$ cat config.mk
export PLATFORM = sky130hd
export DESIGN_NAME = axi_lite_regbank
export DESIGN_NICKNAME = d
export VERILOG_FILES = /design/src/rtl/regbank_pkg.sv /design/src/rtl/regbank_addr_decode.sv /design/src/rtl/axi_lite_regbank.sv
export SDC_FILE = /design/constraint.sdc
export NUM_CORES = 1
export LEC_CHECK = 0
export ABC_AREA = 1
export BUFFER_PORTS_ARGS = -buffer_cell sky130_fd_sc_hd__buf_2
export CAP_MARGIN = 15
export CORE_MARGIN = 1.5
export CORE_UTILIZATION = 53
export DETAILED_ROUTE_END_ITERATION = 8
export PLACE_DENSITY = 0.81
export SYNTH_ARGS = -nofsm -noshare
export SYNTH_HDL_FRONTEND = slang
export SYNTH_HIERARCHICAL = 1
export SYNTH_SLANG_ARGS = --single-unit
$ cat constraint.sdc
create_clock -name aclk -period 3.4 [get_ports aclk]
set_input_delay 0.17 -clock aclk [delete_from_list [all_inputs] [get_ports aclk]]
set_output_delay 0.17 -clock aclk [all_outputs]
set_load 0.02 [all_outputs]
$ cat src/rtl/regbank_pkg.sv
// regbank_pkg: register map indices, bit positions, response codes and FSM encodings for axi_lite_regbank.
package regbank_pkg;
  localparam int IDX_CONTROL = 0;
  localparam int IDX_STATUS = 1;
  localparam int IDX_RW_BASE = 2;
  localparam int BIT_START = 0;
  localparam int BIT_IRQ_EN = 1;
  localparam int BIT_BUSY = 0;
  localparam int BIT_DONE = 1;
  localparam logic [1:0] RESP_OKAY = 2'b00;
  localparam logic [1:0] RESP_SLVERR = 2'b10;
  typedef enum logic [1:0] {CLS_CTRL, CLS_STAT, CLS_RW, CLS_RO} reg_class_e;
  typedef enum logic {WS_IDLE, WS_RESP} wstate_e;
  typedef enum logic {RS_IDLE, RS_DATA} rstate_e;
endpackage

$ cat src/rtl/regbank_addr_decode.sv
// regbank_addr_decode: byte address + prot to {register class, local index, error}.
// REGBANK_PROT_CHECK_EN defined: instruction-access prot (prot[2]) is flagged as an error.
module regbank_addr_decode
  import regbank_pkg::*;
#(
  parameter int C_ADDR_WIDTH = 6,
  parameter int C_NUM_RW_REGS = 6,
  parameter int C_NUM_RO_REGS = 2
) (
  input  logic [C_ADDR_WIDTH-1:0] addr,
  input  logic [2:0]              prot,
  output reg_class_e              cls,
  output logic [C_ADDR_WIDTH-3:0] loc,
  output logic                    err
);
  localparam int RO_BASE = IDX_RW_BASE + C_NUM_RW_REGS;
  localparam int IDX_END = RO_BASE + C_NUM_RO_REGS;
  logic [31:0] w;
  logic prot_err;
`ifdef REGBANK_PROT_CHECK_EN
  assign prot_err = prot[2];
`else
  logic prot_unused;
  assign prot_unused = ^prot;
  assign prot_err = 1'b0;
`endif
  always_comb begin
    w = 32'(addr[C_ADDR_WIDTH-1:2]);
    cls = w == IDX_CONTROL ? CLS_CTRL : w == IDX_STATUS ? CLS_STAT : w < RO_BASE ? CLS_RW : CLS_RO;
    loc = (C_ADDR_WIDTH-2)'(cls == CLS_RO ? w - RO_BASE : w - IDX_RW_BASE);
    err = addr[1:0] != 2'b00 || w >= IDX_END || prot_err;
  end
endmodule

$ cat src/rtl/axi_lite_regbank.sv
// axi_lite_regbank: AXI4-Lite register bank with CONTROL/STATUS, RW and RO registers.
// REGBANK_PROT_CHECK_EN defined: instruction accesses (prot[2]=1) get SLVERR.
module axi_lite_regbank
  import regbank_pkg::*;
#(
  parameter int C_DATA_WIDTH = 32,
  parameter int C_ADDR_WIDTH = 6,
  parameter int C_NUM_RW_REGS = 6,
  parameter int C_NUM_RO_REGS = 2
) (
  input  logic                                    aclk,
  input  logic                                    areset,
  input  logic [C_ADDR_WIDTH-1:0]                 s_axi_awaddr,
  input  logic [2:0]                              s_axi_awprot,
  input  logic                                    s_axi_awvalid,
  output logic                                    s_axi_awready,
  input  logic [C_DATA_WIDTH-1:0]                 s_axi_wdata,
  input  logic [C_DATA_WIDTH/8-1:0]               s_axi_wstrb,
  input  logic                                    s_axi_wvalid,
  output logic                                    s_axi_wready,
  output logic [1:0]                              s_axi_bresp,
  output logic                                    s_axi_bvalid,
  input  logic                                    s_axi_bready,
  input  logic [C_ADDR_WIDTH-1:0]                 s_axi_araddr,
  input  logic [2:0]                              s_axi_arprot,
  input  logic                                    s_axi_arvalid,
  output logic                                    s_axi_arready,
  output logic [C_DATA_WIDTH-1:0]                 s_axi_rdata,
  output logic [1:0]                              s_axi_rresp,
  output logic                                    s_axi_rvalid,
  input  logic                                    s_axi_rready,
  output logic [C_NUM_RW_REGS*C_DATA_WIDTH-1:0]   rw_regs,
  input  logic [C_NUM_RO_REGS*C_DATA_WIDTH-1:0]   ro_regs,
  output logic                                    start_pulse,
  input  logic                                    done,
  output logic                                    irq
);
  localparam int SW = C_DATA_WIDTH/8;
  wstate_e wstate;
  rstate_e rstate;
  logic aw_held, w_held, aw_hs, w_hs, have_aw, have_w, wr_commit, wr_ok, wr_start, wr_clr;
  logic [C_ADDR_WIDTH-1:0] awaddr_q, waddr;
  logic [2:0] awprot_q, wprot;
  logic [C_DATA_WIDTH-1:0] wdata_q, wdata_m, rd_val;
  logic [SW-1:0] wstrb_q, wstrb_m;
  logic [C_NUM_RW_REGS-1:0][C_DATA_WIDTH-1:0] rw_q;
  logic irq_en, busy, done_q;
  reg_class_e wcls, rcls;
  logic [C_ADDR_WIDTH-3:0] wloc, rloc;
  logic werr, rerr;
  function automatic logic [C_DATA_WIDTH-1:0] merge(input logic [C_DATA_WIDTH-1:0] old_v,
      input logic [C_DATA_WIDTH-1:0] new_v, input logic [SW-1:0] strb);
    logic [C_DATA_WIDTH-1:0] r;
    r = old_v;
    for (int b = 0; b < SW; b++) if (strb[b]) r[b*8 +: 8] = new_v[b*8 +: 8];
    return r;
  endfunction
  // A channel handshaking this cycle is used directly so the commit lands in the next cycle.
  assign aw_hs = s_axi_awvalid && s_axi_awready;
  assign w_hs = s_axi_wvalid && s_axi_wready;
  assign have_aw = aw_held || aw_hs;
  assign have_w = w_held || w_hs;
  assign wr_commit = wstate == WS_IDLE && have_aw && have_w;
  assign waddr = aw_held ? awaddr_q : s_axi_awaddr;
  assign wprot = aw_held ? awprot_q : s_axi_awprot;
  assign wdata_m = w_held ? wdata_q : s_axi_wdata;
  assign wstrb_m = w_held ? wstrb_q : s_axi_wstrb;
  regbank_addr_decode #(.C_ADDR_WIDTH(C_ADDR_WIDTH), .C_NUM_RW_REGS(C_NUM_RW_REGS), .C_NUM_RO_REGS(C_NUM_RO_REGS))
    u_wdec (.addr(waddr), .prot(wprot), .cls(wcls), .loc(wloc), .err(werr));
  regbank_addr_decode #(.C_ADDR_WIDTH(C_ADDR_WIDTH), .C_NUM_RW_REGS(C_NUM_RW_REGS), .C_NUM_RO_REGS(C_NUM_RO_REGS))
    u_rdec (.addr(s_axi_araddr), .prot(s_axi_arprot), .cls(rcls), .loc(rloc), .err(rerr));
  assign wr_ok = wr_commit && !werr;
  assign wr_start = wr_ok && wcls == CLS_CTRL && wstrb_m[0] && wdata_m[BIT_START];
  assign wr_clr = wr_ok && wcls == CLS_STAT && wstrb_m[0] && wdata_m[BIT_DONE];
  assign rw_regs = rw_q;
  always_ff @(posedge aclk) begin
    if (areset) begin
      wstate <= WS_IDLE;
      aw_held <= 1'b0;
      w_held <= 1'b0;
      s_axi_awready <= 1'b0;
      s_axi_wready <= 1'b0;
      s_axi_bvalid <= 1'b0;
      s_axi_bresp <= RESP_OKAY;
      awaddr_q <= '0;
      awprot_q <= '0;
      wdata_q <= '0;
      wstrb_q <= '0;
    end else if (wstate == WS_IDLE) begin
      if (aw_hs) begin
        awaddr_q <= s_axi_awaddr;
        awprot_q <= s_axi_awprot;
      end
      if (w_hs) begin
        wdata_q <= s_axi_wdata;
        wstrb_q <= s_axi_wstrb;
      end
      if (wr_commit) begin
        wstate <= WS_RESP;
        aw_held <= 1'b0;
        w_held <= 1'b0;
        s_axi_awready <= 1'b0;
        s_axi_wready <= 1'b0;
        s_axi_bvalid <= 1'b1;
        s_axi_bresp <= werr ? RESP_SLVERR : RESP_OKAY;
      end else begin
        aw_held <= have_aw;
        w_held <= have_w;
        s_axi_awready <= !have_aw;
        s_axi_wready <= !have_w;
      end
    end else if (s_axi_bready) begin
      wstate <= WS_IDLE;
      s_axi_bvalid <= 1'b0;
      s_axi_awready <= 1'b1;
      s_axi_wready <= 1'b1;
    end
  end
  // done takes priority over both a new START and a DONE clear in the same cycle.
  always_ff @(posedge aclk) begin
    if (areset) begin
      rw_q <= '0;
      irq_en <= 1'b0;
      busy <= 1'b0;
      done_q <= 1'b0;
      start_pulse <= 1'b0;
      irq <= 1'b0;
    end else begin
      start_pulse <= wr_start && !busy && !done;
      busy <= (wr_start && !busy && !done) || (busy && !done);
      done_q <= done || (done_q && !wr_clr);
      irq <= done_q && irq_en;
      if (wr_ok && wcls == CLS_CTRL && wstrb_m[0]) irq_en <= wdata_m[BIT_IRQ_EN];
      for (int k = 0; k < C_NUM_RW_REGS; k++)
        if (wr_ok && wcls == CLS_RW && 32'(wloc) == k) rw_q[k] <= merge(rw_q[k], wdata_m, wstrb_m);
    end
  end
  always_comb begin
    rd_val = '0;
    for (int k = 0; k < C_NUM_RW_REGS; k++)
      if (rcls == CLS_RW && 32'(rloc) == k) rd_val = rw_q[k];
    for (int k = 0; k < C_NUM_RO_REGS; k++)
      if (rcls == CLS_RO && 32'(rloc) == k) rd_val = ro_regs[k*C_DATA_WIDTH +: C_DATA_WIDTH];
    if (rcls == CLS_CTRL) rd_val[BIT_IRQ_EN] = irq_en;
    if (rcls == CLS_STAT) begin
      rd_val[BIT_BUSY] = busy;
      rd_val[BIT_DONE] = done_q;
    end
    if (rerr) rd_val = '0;
  end
  always_ff @(posedge aclk) begin
    if (areset) begin
      rstate <= RS_IDLE;
      s_axi_arready <= 1'b0;
      s_axi_rvalid <= 1'b0;
      s_axi_rdata <= '0;
      s_axi_rresp <= RESP_OKAY;
    end else if (rstate == RS_IDLE) begin
      if (s_axi_arvalid && s_axi_arready) begin
        rstate <= RS_DATA;
        s_axi_arready <= 1'b0;
        s_axi_rvalid <= 1'b1;
        s_axi_rdata <= rd_val;
        s_axi_rresp <= rerr ? RESP_SLVERR : RESP_OKAY;
      end else begin
        s_axi_arready <= 1'b1;
      end
    end else if (s_axi_rready) begin
      rstate <= RS_IDLE;
      s_axi_rvalid <= 1'b0;
      s_axi_arready <= 1'b1;
    end
  end
endmodule

Word level (Yosys, flattened, before mapping)
Index checks and enable logic that the tools add are counted.
- bits in registers: 284
- input port bits: 126
- output and inout bits: 235
- logic and storage cells: 204
- add/subtract/negate cells: 4
- magnitude comparators: 4
- eq/ne operators: 20
- muxes and demuxes: 46
- bitwise gates (word level): 2
- reductions and logical operators: 84
- operators with widths (cell ; count):
    $mux 32 ; 10
    $reduce_and 2->1 ; 30
    $logic_and 1x1->1 ; 32
    $mux 1 ; 25
    $eq 4x1->1 const B ; 4
    $eq 4x2->1 const B ; 4
    $eq 4x3->1 const B ; 4
    $logic_not 4->1 ; 4
    $mux 2 ; 7
    $mux 4 ; 3
    $eq 2x2->1 const B ; 4
    $ge 4x4->1 const B ; 2
    $lt 4x4->1 const B ; 2
    $reduce_bool 2->1 ; 4
    $sub 4x2->4 const B ; 2
    $sub 4x4->4 const B ; 2
    $logic_not 1->1 ; 6
    $logic_or 1x1->1 ; 6
    $mux 6 ; 1
    $eq 2x1->1 const B ; 2
    $logic_not 2->1 ; 2
    $ne 2x2->1 const B ; 2
    $not 1->1 ; 2

Logic depth before layout (Yosys ltp)
Gate-level depths: netlist (run 1).
- depth after elaboration: 19
- mapped depth: 17

By module
Netlist (run 1), hierarchy kept.
- by module, submodules not included (module ; times used ; cells an instance ; area each (sq um) ; sequential area each (sq um)):
    axi_lite_regbank ; 1 ; 1937 ; 13017.5 ; 5705.5
    regbank_addr_decode ; 2 ; 17 ; 81.3 ; 0.0

Least setup slack after synthesis (run 1)
Ideal clock, no wire load.
- kind: register -> register
- start: register aw_held
- end: register rw_q (netlist bit rw_regs[72])
- setup time: 0.110 ns
- data arrival time: 2.697 ns
- required time: 3.290 ns
- path slack: 0.593 ns
- stages on the path, launching flop included: 16
- period minus slack after synthesis: 2.807 ns
- cell sequence: dfxtp_1 -> buf_4 -> inv_2 -> clkbuf_1 -> nand2_1 -> nand2_1 -> inv_1 -> ha_1 -> o21ai_0 -> or2_1 -> clkbuf_1 -> nor4_4 -> buf_6 -> nand3_1 -> nand2_1 -> nor2_1
- cells in the longest elaborated chain, start to end: 10
- RTL lines (item ; RTL line ; text):
    start: declaration ; axi_lite_regbank.sv:41 ; logic aw_held, w_held, aw_hs, w_hs, have_aw, have_w, wr_commit, wr_ok, wr_start, wr_clr;
    start signal: assignment ; axi_lite_regbank.sv:107 ; aw_held <= have_aw;
    $mux 6 * ; axi_lite_regbank.sv:64 ; assign waddr = aw_held ? awaddr_q : s_axi_awaddr;
    via waddr[3] ; axi_lite_regbank.sv:42 ; logic [C_ADDR_WIDTH-1:0] awaddr_q, waddr;
    $lt 4x4->1 ; regbank_addr_decode.sv:29 ; cls = w == IDX_CONTROL ? CLS_CTRL : w == IDX_STATUS ? CLS_STAT : w < RO_BASE ? CLS_RW : CLS_RO;
    $mux 1 ; regbank_addr_decode.sv:29 ;
    $mux 2 (2 in a row) ; regbank_addr_decode.sv:29 ;
    $eq 2x2->1 ; regbank_addr_decode.sv:30 ; loc = (C_ADDR_WIDTH-2)'(cls == CLS_RO ? w - RO_BASE : w - IDX_RW_BASE);
    $mux 4 * ; regbank_addr_decode.sv:30 ;
    via wloc[2] ; axi_lite_regbank.sv:49 ; logic [C_ADDR_WIDTH-3:0] wloc, rloc;
    $eq 4x2->1 * ; axi_lite_regbank.sv:135 ; if (wr_ok && wcls == CLS_RW && 32'(wloc) == k) rw_q[k] <= merge(rw_q[k], wdata_m, wstrb_m);
    $logic_and 1x1->1 * ; axi_lite_regbank.sv:135 ;
    $reduce_and 2->1 (no source line) * ; -- ;
    end signal: indexed assignment ; axi_lite_regbank.sv:135 ;
    end: declaration ; axi_lite_regbank.sv:46 ; logic [C_NUM_RW_REGS-1:0][C_DATA_WIDTH-1:0] rw_q;
The timed path passes the listed nets; every way through them passes the cells marked *.
A chain may end at the register's enable or synchronous reset.

Final worst setup path (run 1)
- start: register aw_held
- end: register rw_q (netlist bit rw_regs[96])
The elaborated chain is that of the path after synthesis.

==> results of run 1 <==
-- state kept, by name, summed over array words and instances (netlist names), 4 cells and up --
name         flops
rw_regs        192
s_axi_rdata     32
wdata_q         32
wstrb_q          4
awaddr_q         6
-- path summary, 6_finish.rpt --
path	depth (start not counted)	endpoint	slack, ns
worst max-delay path	11	rw_regs[96]$_SDFFE_PP0P_	0.42
worst max register to register	11	rw_regs[96]$_SDFFE_PP0P_	0.42
worst min register to register	2	wdata_q[31]$_SDFFE_PP0P_	0.45
worst min-delay path	5	s_axi_rdata[28]$_SDFFE_PP0P_	0.008
-- stage by stage --
step | total power, mW | setup slack (ns) | util (%) | cell area, um^2
2_1_floorplan | 3.94 | 0.674 | - | 13100
3_3_place_gp | 4.20 | 0.634 | 62.2 | 15100
3_5_place_dp | 4.21 | 0.548 | 62.2 | 15100
4_1_cts | 7.39 | 0.487 | 68.5 | 16600
5_1_grt | 7.63 | 0.126 | 68.5 | 16600
6_report | 7.40 | 0.424 | 68.5 | 16600
-- area by class of cell --
type | instances | area [um^2]
clock inverters | 7 | 63.8
inverters | 188 | 706
well taps | 324 | 405
repair buffers | 449 | 2670
flip-flops and latches | 282 | 5650
multi-input cells | 1358 | 6230
diodes | 1 | 2.50
fillers | 2079 | 7640
clock buffers | 44 | 882
-- power breakdown --
part	internal (mW)	switching (mW)
registers	3.36	0.0299
clock network	1.85	1.33
logic	0.254	0.570
-- metal layers --
layer,vias up,wire (um),GRT usage (%)
li1,7008,-,-
met1,6514,19400,48.4
met2,774,19500,50.9
met3,109,4640,6.65
met4,0,1950,13.6
met5,-,0,0
-- critical path: stages (launching register included) --
cell and delay, ns:
dfxtp_1 0.37, inv_2 0.16, nand2_1 0.07, nand2_1 0.08, inv_1 0.08, ha_1 0.28
o21ai_0 0.10, or2_1 0.36, nor2_1 0.31, nand4_1 0.55, or2_0 0.41, a21oi_1 0.15
==> results.ini, run 1 <==
[outcome]
outcome=finished clean

[clocking]
post_cts_resized=0
hold_buffers=58
cts_max_path_buffers=3
cts_tree=yes
cts_buffers=29
clk_pin_slew_ns=0.06
clock_latency_ns=0.55
htreeDepth=1
root_buffer=clkbuf_16
clock_sinks=282
cts_setup_buffers=0

[critical_path]
end_kind=register
start_kind=register
crit_start=aw_held$_SDFFE_PP0N_
required_ns=3.87
crit_path_max_fanout=16
r2r_start=aw_held$_SDFFE_PP0N_
critPathArrivalTime_ns=3.45
crit_type=reg -> reg

[synth]
syn_inst=1950
avgSynthCellArea_um2=6.69
syn_area_um2=13000
ys_warn_count=6

[cells_and_area]
mostFrequentLayoutCells=nand2_1 (429), buf_2 (351), dfxtp_1 (282), nor2_1 (272), a21oi_1 (219)
syn2layout_area_growth_pct=27.3
mostFrequentLayoutCell=nand2_1
instances_no_fill=2653
drive_gt1_share_pct=21.3
nNetsFinal=2436

[power]
p_per_area_nw_per_um2=446
ir_worst_vdd_mv=0.334
leakage_nw=7.30

[route]
drt-initial-drc-count=1685
vias_per_cell=5.43
drt_wl_total_um=45400
post-route-drc-count=0
wl_per_cell_um=17.1
ant_nets=0
num_vias=14400
first_pass_iters=6

[place]
portBuffers=352
gp_congestion=0.941
place_hpwl_um=32700
dp_cells=2543

[floorplanning]
fp.dieArea_um2=25600
die_y_um=160
num_rows=57
initial_core_util_pct=53.8
die_x_um=160
core_um2=24200
pin_count=361

[timing]
rsz0062_at_grt=false
fin_setup_tns_ns=0
slew_headroom_pct=31.1
finalClockSkew_ns=0.00836
hold_viol=0
drv_slew=0
fmax_mhz=336
setup_viol=0
worst_pin_slew_ns=1.03
period_minus_slack_ns=2.98
finalCritPeriodShare_pct=87.5
hold_ws_ns=0.00750

[run]
maxCapViolCount=0

[worst_hold_path]
hold_start=ro_regs[60]
min_path_type=in -> reg

[grt]
overflow=0
grt_first_pass_wirelength_um=69500
grt_pass1_vias=12600
antenna_found_initial=1
grt_usage_pct=34.1
grt_max_degree=122

Power figures use the tool's default switching activity.
==> run 2, diff against run 1 <==
- ABC_AREA: 1 -> not set
- CORE_UTILIZATION: 53 -> 54
==> run 2 against run 1 <==
  * Critical path depth shrank 3
  * Hold slack improved by 0.019 ns
  * Clock power up 13%
  * Sequential power hardly changed
  * Sequential cell count did not move
  * Highest routed layer unchanged
==> results.ini, run 2 <==
[power]
power_frac_clock_pct=45.6  ; was 43.0%
intPower_mw=5.93  ; was 5.47 mW
p_sw_share_pct=24.6  ; was 26.1%
leakage_nw=7.80  ; was 7.30 nW
ir_worst_vdd_mv=0.394  ; was 0.334 mV
p_per_area_nw_per_um2=445  ; was 446 nW/um^2
p_sw_mw=1.93  ; about the same
pwr-share-seq_pct=43.0  ; was 45.9%
comb_power_share_pct=11.4  ; was 11.1%

[timing]
hold_viol=0  ; unchanged
setup_viol=0  ; unchanged
rsz0062_at_grt=true  ; was false
fin_setup_tns_ns=0  ; unchanged
finalClockSkew_ns=0.0105  ; was 0.00836 ns
hold_ws_ns=0.0268  ; was 0.00750 ns
fmax_mhz=317  ; was 336 MHz
finalCritPeriodShare_pct=92.8  ; was 87.5%
period_minus_slack_ns=3.15  ; was 2.98 ns
slew_headroom_pct=30.3  ; was 31.1%
drv_slew=0  ; unchanged
worst_pin_slew_ns=1.04  ; was 1.03 ns

[worst_hold_path]
min_path_type=in -> reg  ; unchanged

[grt]
grt_pass1_vias=12000  ; was 12,600
grt_usage_pct=34.1  ; about the same
overflow=0  ; unchanged
grt_max_degree=132  ; was 122
antenna_found_initial=0  ; was 1
grt_first_pass_wirelength_um=70800  ; was 69,500 um

[cells_and_area]
mostFrequentLayoutCells=buf_2 (350), dfxtp_1 (281), mux2i_1 (259), nand2b_1 (196), nand2_1 (125)  ; was nand2_1 (429), buf_2 (351), dfxtp_1 (282), nor2_1 (272), a21oi_1 (219)
mostFrequentLayoutCell=buf_2  ; was nand2_1
syn2layout_area_growth_pct=25.2  ; was 27.3%
largest_reg_flops=192  ; unchanged
num_antenna_cells=0  ; was 1
drive_gt1_share_pct=29.2  ; was 21.3%
n_fill_cell=1968  ; was 2,079
multiInputGateArea_um2=7860  ; was 6230 um^2
seqCellArea_um2=5650  ; about the same
final_util_pct=69.6  ; was 68.5%
stdcell_area_um2=17700  ; was 16,600 um^2
nNetsFinal=1932  ; was 2,436

[place]
placed_area_um2=16000  ; was 15,100 um^2
portBuffers=352  ; unchanged
gp_congestion=0.935  ; was 0.941
place_hpwl_um=34900  ; was 32,700 um

[clocking]
root_buffer=clkbuf_16  ; unchanged
cts_buffers=30  ; was 29
cts_max_path_buffers=3  ; unchanged
clk_pin_slew_ns=0.06  ; about the same
clock_latency_ns=0.55  ; about the same
post_cts_resized=0  ; unchanged
htreeDepth=1  ; unchanged
clock_sinks=282  ; unchanged
cts_tree=yes  ; unchanged

[route]
drt_wl_total_um=47900  ; was 45,400 um
drt-initial-drc-count=1248  ; was 1,685
num_vias=12800  ; was 14,400
vias_per_cell=5.96  ; was 5.43
wl_per_cell_um=22.2  ; was 17.1 um
first_pass_iters=7  ; was 6
post-route-drc-count=0  ; unchanged
ant_nets=0  ; unchanged

[critical_path]
cp_cell_sequence=mux2_2, inv_1, ha_1, mux2i_1, nand2_1, nor3_2, nand3_2, mux2i_1  ; was inv_2, nand2_1, nand2_1, inv_1, ha_1, o21ai_0, or2_1, nor2_1, nand4_1, or2_0, a21oi_1
crit_type=reg -> reg  ; unchanged
crit_buf_inv=1  ; was 2
crit_path_max_fanout=9  ; was 16
slowest_delay_ns=0.63  ; was 0.55 ns
worst-r2r-setup-slack_ns=0.25  ; was 0.42 ns
cp_top_family=multiplexers  ; was simple AND/OR/NAND/NOR gates
critPathArrivalTime_ns=3.58  ; was 3.45 ns
required_ns=3.82  ; was 3.87 ns
start_kind=register  ; unchanged
crit_top_cell=mux2i_1  ; was nand2_1
crit_slowest_cell=mux2i_1  ; was nand4_1
end_kind=register  ; unchanged

[synth]
syn_area_um2=14100  ; was 13,000 um^2
avgSynthCellArea_um2=9.62  ; was 6.69 um^2
syn_inst=1467  ; was 1,950
ys_warn_count=6  ; unchanged

[outcome]
outcome=finished clean  ; unchanged

[floorplanning]
num_rows=58  ; was 57
pin_count=361  ; unchanged
die_y_um=165  ; was 160 um
fp.dieArea_um2=27100  ; was 25,600 um^2
core_um2=25400  ; was 24,200 um^2
initial_core_util_pct=55.6  ; was 53.8%
die_x_um=165  ; was 160 um

[run]
maxCapViolCount=0  ; unchanged

-- run 2: cell types whose count changed in the layout (fill, tap and decap cells not counted), sizes merged, moves of 37 or more --
cell    before  now
a21oi      220   52
inv        188    7
mux2i        0  260
nand2      434  125
nand2b       0  196
nand3      163   36
nand4       39    2
nor2       278   20
o21ai      123   26
-- run 2: area by class of cell --
class | instances | share of cell area [%]
clock buffer | 41 | 4.94
clock inverter | 11 | 1.16
inverter | 8 | 0.170
multi-input combinational | 1039 | 44.5
sequential | 282 | 32.0
tap | 330 | 2.34
timing repair buffer | 443 | 15.0
-- run 2: what timing repair did --
action | CTS | global route
hold endpoints to repair | 63 | 0
endpoints found under the setup margin | 0 | 7
hold buffers | 60 | 0
buffers inserted | 0 | 0
-- run 2: metrics by stage --
stage	total power [mW]	std cells	setup WS, ns
floorplan	4.00	1468	0.646
global placement	4.26	2041	0.333
detailed placement	4.27	2041	0.266
CTS	7.86	2153	0.259
global route	8.08	2154	-0.0277
finish	7.86	2154	0.246
-- run 2: routing by layer --
layer / track usage (%) / share of wire [%] / up-vias
met1: 46.0 / 43 / 6173
met2: 53.2 / 44 / 661
met4: 15.2 / 4.8 / 0
met3: 6.15 / 8.7 / 115
met5: 0 / 0 / -
li1: - / - / 5891
-- run 2: power groups by stage --
stage / registers, mW / logic (mW) / clock network (mW)
2_1_floorplan: 3.45 / 0.555 / 0
3_3_place_gp: 3.45 / 0.807 / 0
3_5_place_dp: 3.45 / 0.818 / 0
4_1_cts: 3.38 / 0.873 / 3.61
5_1_grt: 3.38 / 0.951 / 3.75
6_report: 3.38 / 0.892 / 3.59
-- run 2: path summary, 6_finish.rpt --
kind | depth (start not counted) | startpoint | end
worst max-delay path | 8 | aw_held$_SDFFE_PP0N_ | rw_regs[172]$_SDFFE_PP0P_
worst min-delay path | 3 | ro_regs[33] | s_axi_rdata[1]$_SDFFE_PP0P_
worst max register to register | 8 | aw_held$_SDFFE_PP0N_ | rw_regs[172]$_SDFFE_PP0P_
worst min register to register | 2 | s_axi_bvalid$_SDFFE_PP0P_ | s_axi_bvalid$_SDFFE_PP0P_
-- run 2: tightest hold or removal path, delay by kind of cell --
| kind | cells | cell delay (ns) |
|---|---|---|
| AO/OA/AOI/OAI | 2 | 0.26 |
| buffers and inverters | 1 | 0.10 |
==> run 3, diff against run 2 <==
- BUFFER_PORTS_ARGS: -buffer_cell sky130_fd_sc_hd__buf_2 -> -buffer_cell sky130_fd_sc_hd__buf_4
==> run 3 against run 2 <==
  * Sequential power barely moved
  * Critical path depth fell by 2
  * Hold slack got worse by 0.011 ns
  * Core utilization rose by 2.7 points
  * Die area did not move
  * Sequential share of layout area fell by 1.2 points
  * Largest power group is now registers
  * Clock skew fell by 0.00050 ns
  * Sequential cell count did not move
  * Combinational power rose by 5.2%
  * Worst setup slack improved by 0.045 ns
  * Clock power fell by 17%
==> results.ini, run 3 (synthesis results as in run 2) <==
[route]
post-route-drc-count=0  ; unchanged
ant_nets=0  ; unchanged
num_vias=12900  ; was 12,800
wl_per_cell_um=22.9  ; was 22.2 um
drt-initial-drc-count=1277  ; was 1,248
vias_per_cell=5.99  ; was 5.96
first_pass_iters=6  ; was 7
drt_wl_total_um=49200  ; was 47,900 um

[power]
ir_worst_vdd_mv=0.364  ; was 0.394 mV
leakage_nw=7.79  ; was 7.80 nW
power_mw=7.31  ; was 7.86 mW
p_per_area_nw_per_um2=398  ; was 445 nW/um^2

[cells_and_area]
mostFrequentLayoutCells=buf_4 (383), dfxtp_1 (281), mux2i_1 (258), nand2b_1 (196), nand2_1 (125)  ; was buf_2 (350), dfxtp_1 (281), mux2i_1 (259), nand2b_1 (196), nand2_1 (125)
nNetsFinal=1935  ; was 1,932
mostFrequentLayoutCell=buf_4  ; was buf_2
num_antenna_cells=0  ; unchanged
stdcell_area_um2=18400  ; was 17,700 um^2
largest_reg_flops=192  ; unchanged
n_fill_cell=1935  ; was 1,968
syn2layout_area_growth_pct=30.0  ; was 25.2%
drive_gt1_share_pct=29.0  ; was 29.2%

[timing]
finalCritPeriodShare_pct=91.5  ; was 92.8%
fin_setup_tns_ns=0  ; unchanged
hold_viol=0  ; unchanged
worst_pin_slew_ns=0.999  ; was 1.04 ns
rsz0062_at_grt=false  ; was true
fmax_mhz=322  ; was 317 MHz
period_minus_slack_ns=3.11  ; was 3.15 ns
drv_slew=0  ; unchanged
slew_headroom_pct=32.9  ; was 30.3%
finalClockSkew_ns=0.00998  ; was 0.0105 ns
setup_viol=0  ; unchanged
setup_ws_ns=0.291  ; was 0.246 ns

[floorplanning]
pin_count=361  ; unchanged
num_rows=58  ; unchanged
die_x_um=165  ; unchanged
die_y_um=165  ; unchanged
core_um2=25400  ; unchanged
fp.dieArea_um2=27100  ; unchanged
initial_core_util_pct=55.6  ; unchanged

[grt]
grt_usage_pct=35.1  ; was 34.1%
grt_pass1_vias=12300  ; was 12,000
antenna_found_initial=0  ; unchanged
grt_first_pass_wirelength_um=72700  ; was 70,800 um
grt_max_degree=149  ; was 132
overflow=0  ; unchanged

[critical_path]
crit_end=rw_regs[80]$_SDFFE_PP0P_  ; was rw_regs[172]$_SDFFE_PP0P_
slowest_delay_ns=0.79  ; was 0.63 ns
r2r_start=aw_held$_SDFFE_PP0N_  ; unchanged
required_ns=3.86  ; was 3.82 ns
end_kind=register  ; unchanged
crit_slowest_cell=nor3_2  ; was mux2i_1
start_kind=register  ; unchanged
cp_cell_sequence=mux2_2, a31o_2, nor3b_2, nand3_1, nor3_2, mux2i_1  ; was mux2_2, inv_1, ha_1, mux2i_1, nand2_1, nor3_2, nand3_2, mux2i_1
crit_type=reg -> reg  ; unchanged
reg2reg_depth=6  ; was 8
worst-r2r-setup-slack_ns=0.29  ; was 0.25 ns
reg2reg_to=rw_regs[80]$_SDFFE_PP0P_  ; was rw_regs[172]$_SDFFE_PP0P_
crit_start=aw_held$_SDFFE_PP0N_  ; unchanged
critPathArrivalTime_ns=3.57  ; was 3.58 ns
crit_path_max_fanout=10  ; was 9

[clocking]
root_buffer=clkbuf_16  ; unchanged
clk_pin_slew_ns=0.06  ; about the same
htreeDepth=1  ; unchanged
clock_sinks=282  ; unchanged
cts_buffers=29  ; was 30
cts_max_path_buffers=3  ; unchanged
cts_tree=yes  ; unchanged
clock_latency_ns=0.55  ; about the same

[run]
maxCapViolCount=0  ; unchanged

[worst_hold_path]
min_path_type=in -> reg  ; unchanged

[place]
placed_area_um2=16900  ; was 16,000 um^2
dp_slack_ns=0.275  ; was 0.266 ns
portBuffers=352  ; unchanged
gp_congestion=0.921  ; was 0.935
place_hpwl_um=36000  ; was 34,900 um

[outcome]
outcome=finished clean  ; unchanged

-- run 3: cell types whose count changed in the layout (fill, tap and decap cells not counted), moves of 2 or more --
cell       before  now
bufinv_16       6    0
buf_2         350    0
clkbuf_16      31   29
clkbuf_1        4    6
buf_4          28  383
-- run 3: final cells by class --
cell class                      count  area [um^2]  share of cell area, %
Inverter                            8         30.0                  0.164
Sequential cell                   282         5650                   30.8
Timing Repair Buffer              447         3540                   19.3
Tap cell                          330          413                   2.25
Multi-Input combinational cell   1039         7870                   42.9
Clock inverter                      5         28.8                  0.157
Clock buffer                       41          831                   4.53
-- run 3: power breakdown --
part	switching, mW	internal (mW)	total [mW]
Clock	1.31	1.68	2.99
Sequential	0.0361	3.35	3.38
Combinational	0.544	0.394	0.938
Total	1.89	5.41	7.31
-- run 3: how the worst min path moves through the flow --
stage,startpoint,end,cells past startpoint
CTS,ro_regs[16],s_axi_rdata[16]$_SDFFE_PP0P_,3
finish,ro_regs[30],s_axi_rdata[30]$_SDFFE_PP0P_,3
global placement,done,busy$_SDFF_PP0_,2
detailed placement,done,start_pulse$_SDFF_PP0_,2
floorplan,done,start_pulse$_SDFF_PP0_,1
global route,ro_regs[16],s_axi_rdata[16]$_SDFFE_PP0P_,3
-- run 3: through the flow --
| step | hold WS (ns) | utilization [%] | std cells |
|---|---|---|---|
| floorplan | 0.247 | - | 1468 |
| global placement | 0.365 | 66.4 | 2045 |
| detailed placement | 0.368 | 66.4 | 2045 |
| CTS | 0.00182 | 72.2 | 2152 |
| global route | 0.00746 | 72.3 | 2152 |
| finish | 0.0161 | 72.3 | 2152 |
-- run 3: routing by layer --
layer  wire (um)  global-route usage (%)  vias to the layer above
met2       22200                    55.6                      635
li1            -                       -                     5882
met1       21000                    47.5                     6264
met4        1830                    12.8                        0
met5           0                       0                        -
met3        4220                    6.71                      102
-- run 3: critical path, delay by kind of cell (launching register included) --
kind	cells	cell delay, ns
AO/OA/AOI/OAI	1	0.31
flip-flops	1	0.52
multiplexers	2	0.81
AND/OR/NAND/NOR	3	1.38
-- run 3: repair_timing --
| action | in CTS | in global routing |
|---|---|---|
| hold buffers | 61 | 0 |
| buffers inserted | 0 | 0 |
| endpoints found under the setup margin | 0 | 10 |
| endpoints found under the hold margin | 65 | 0 |
| resized for setup | 0 | 2 |
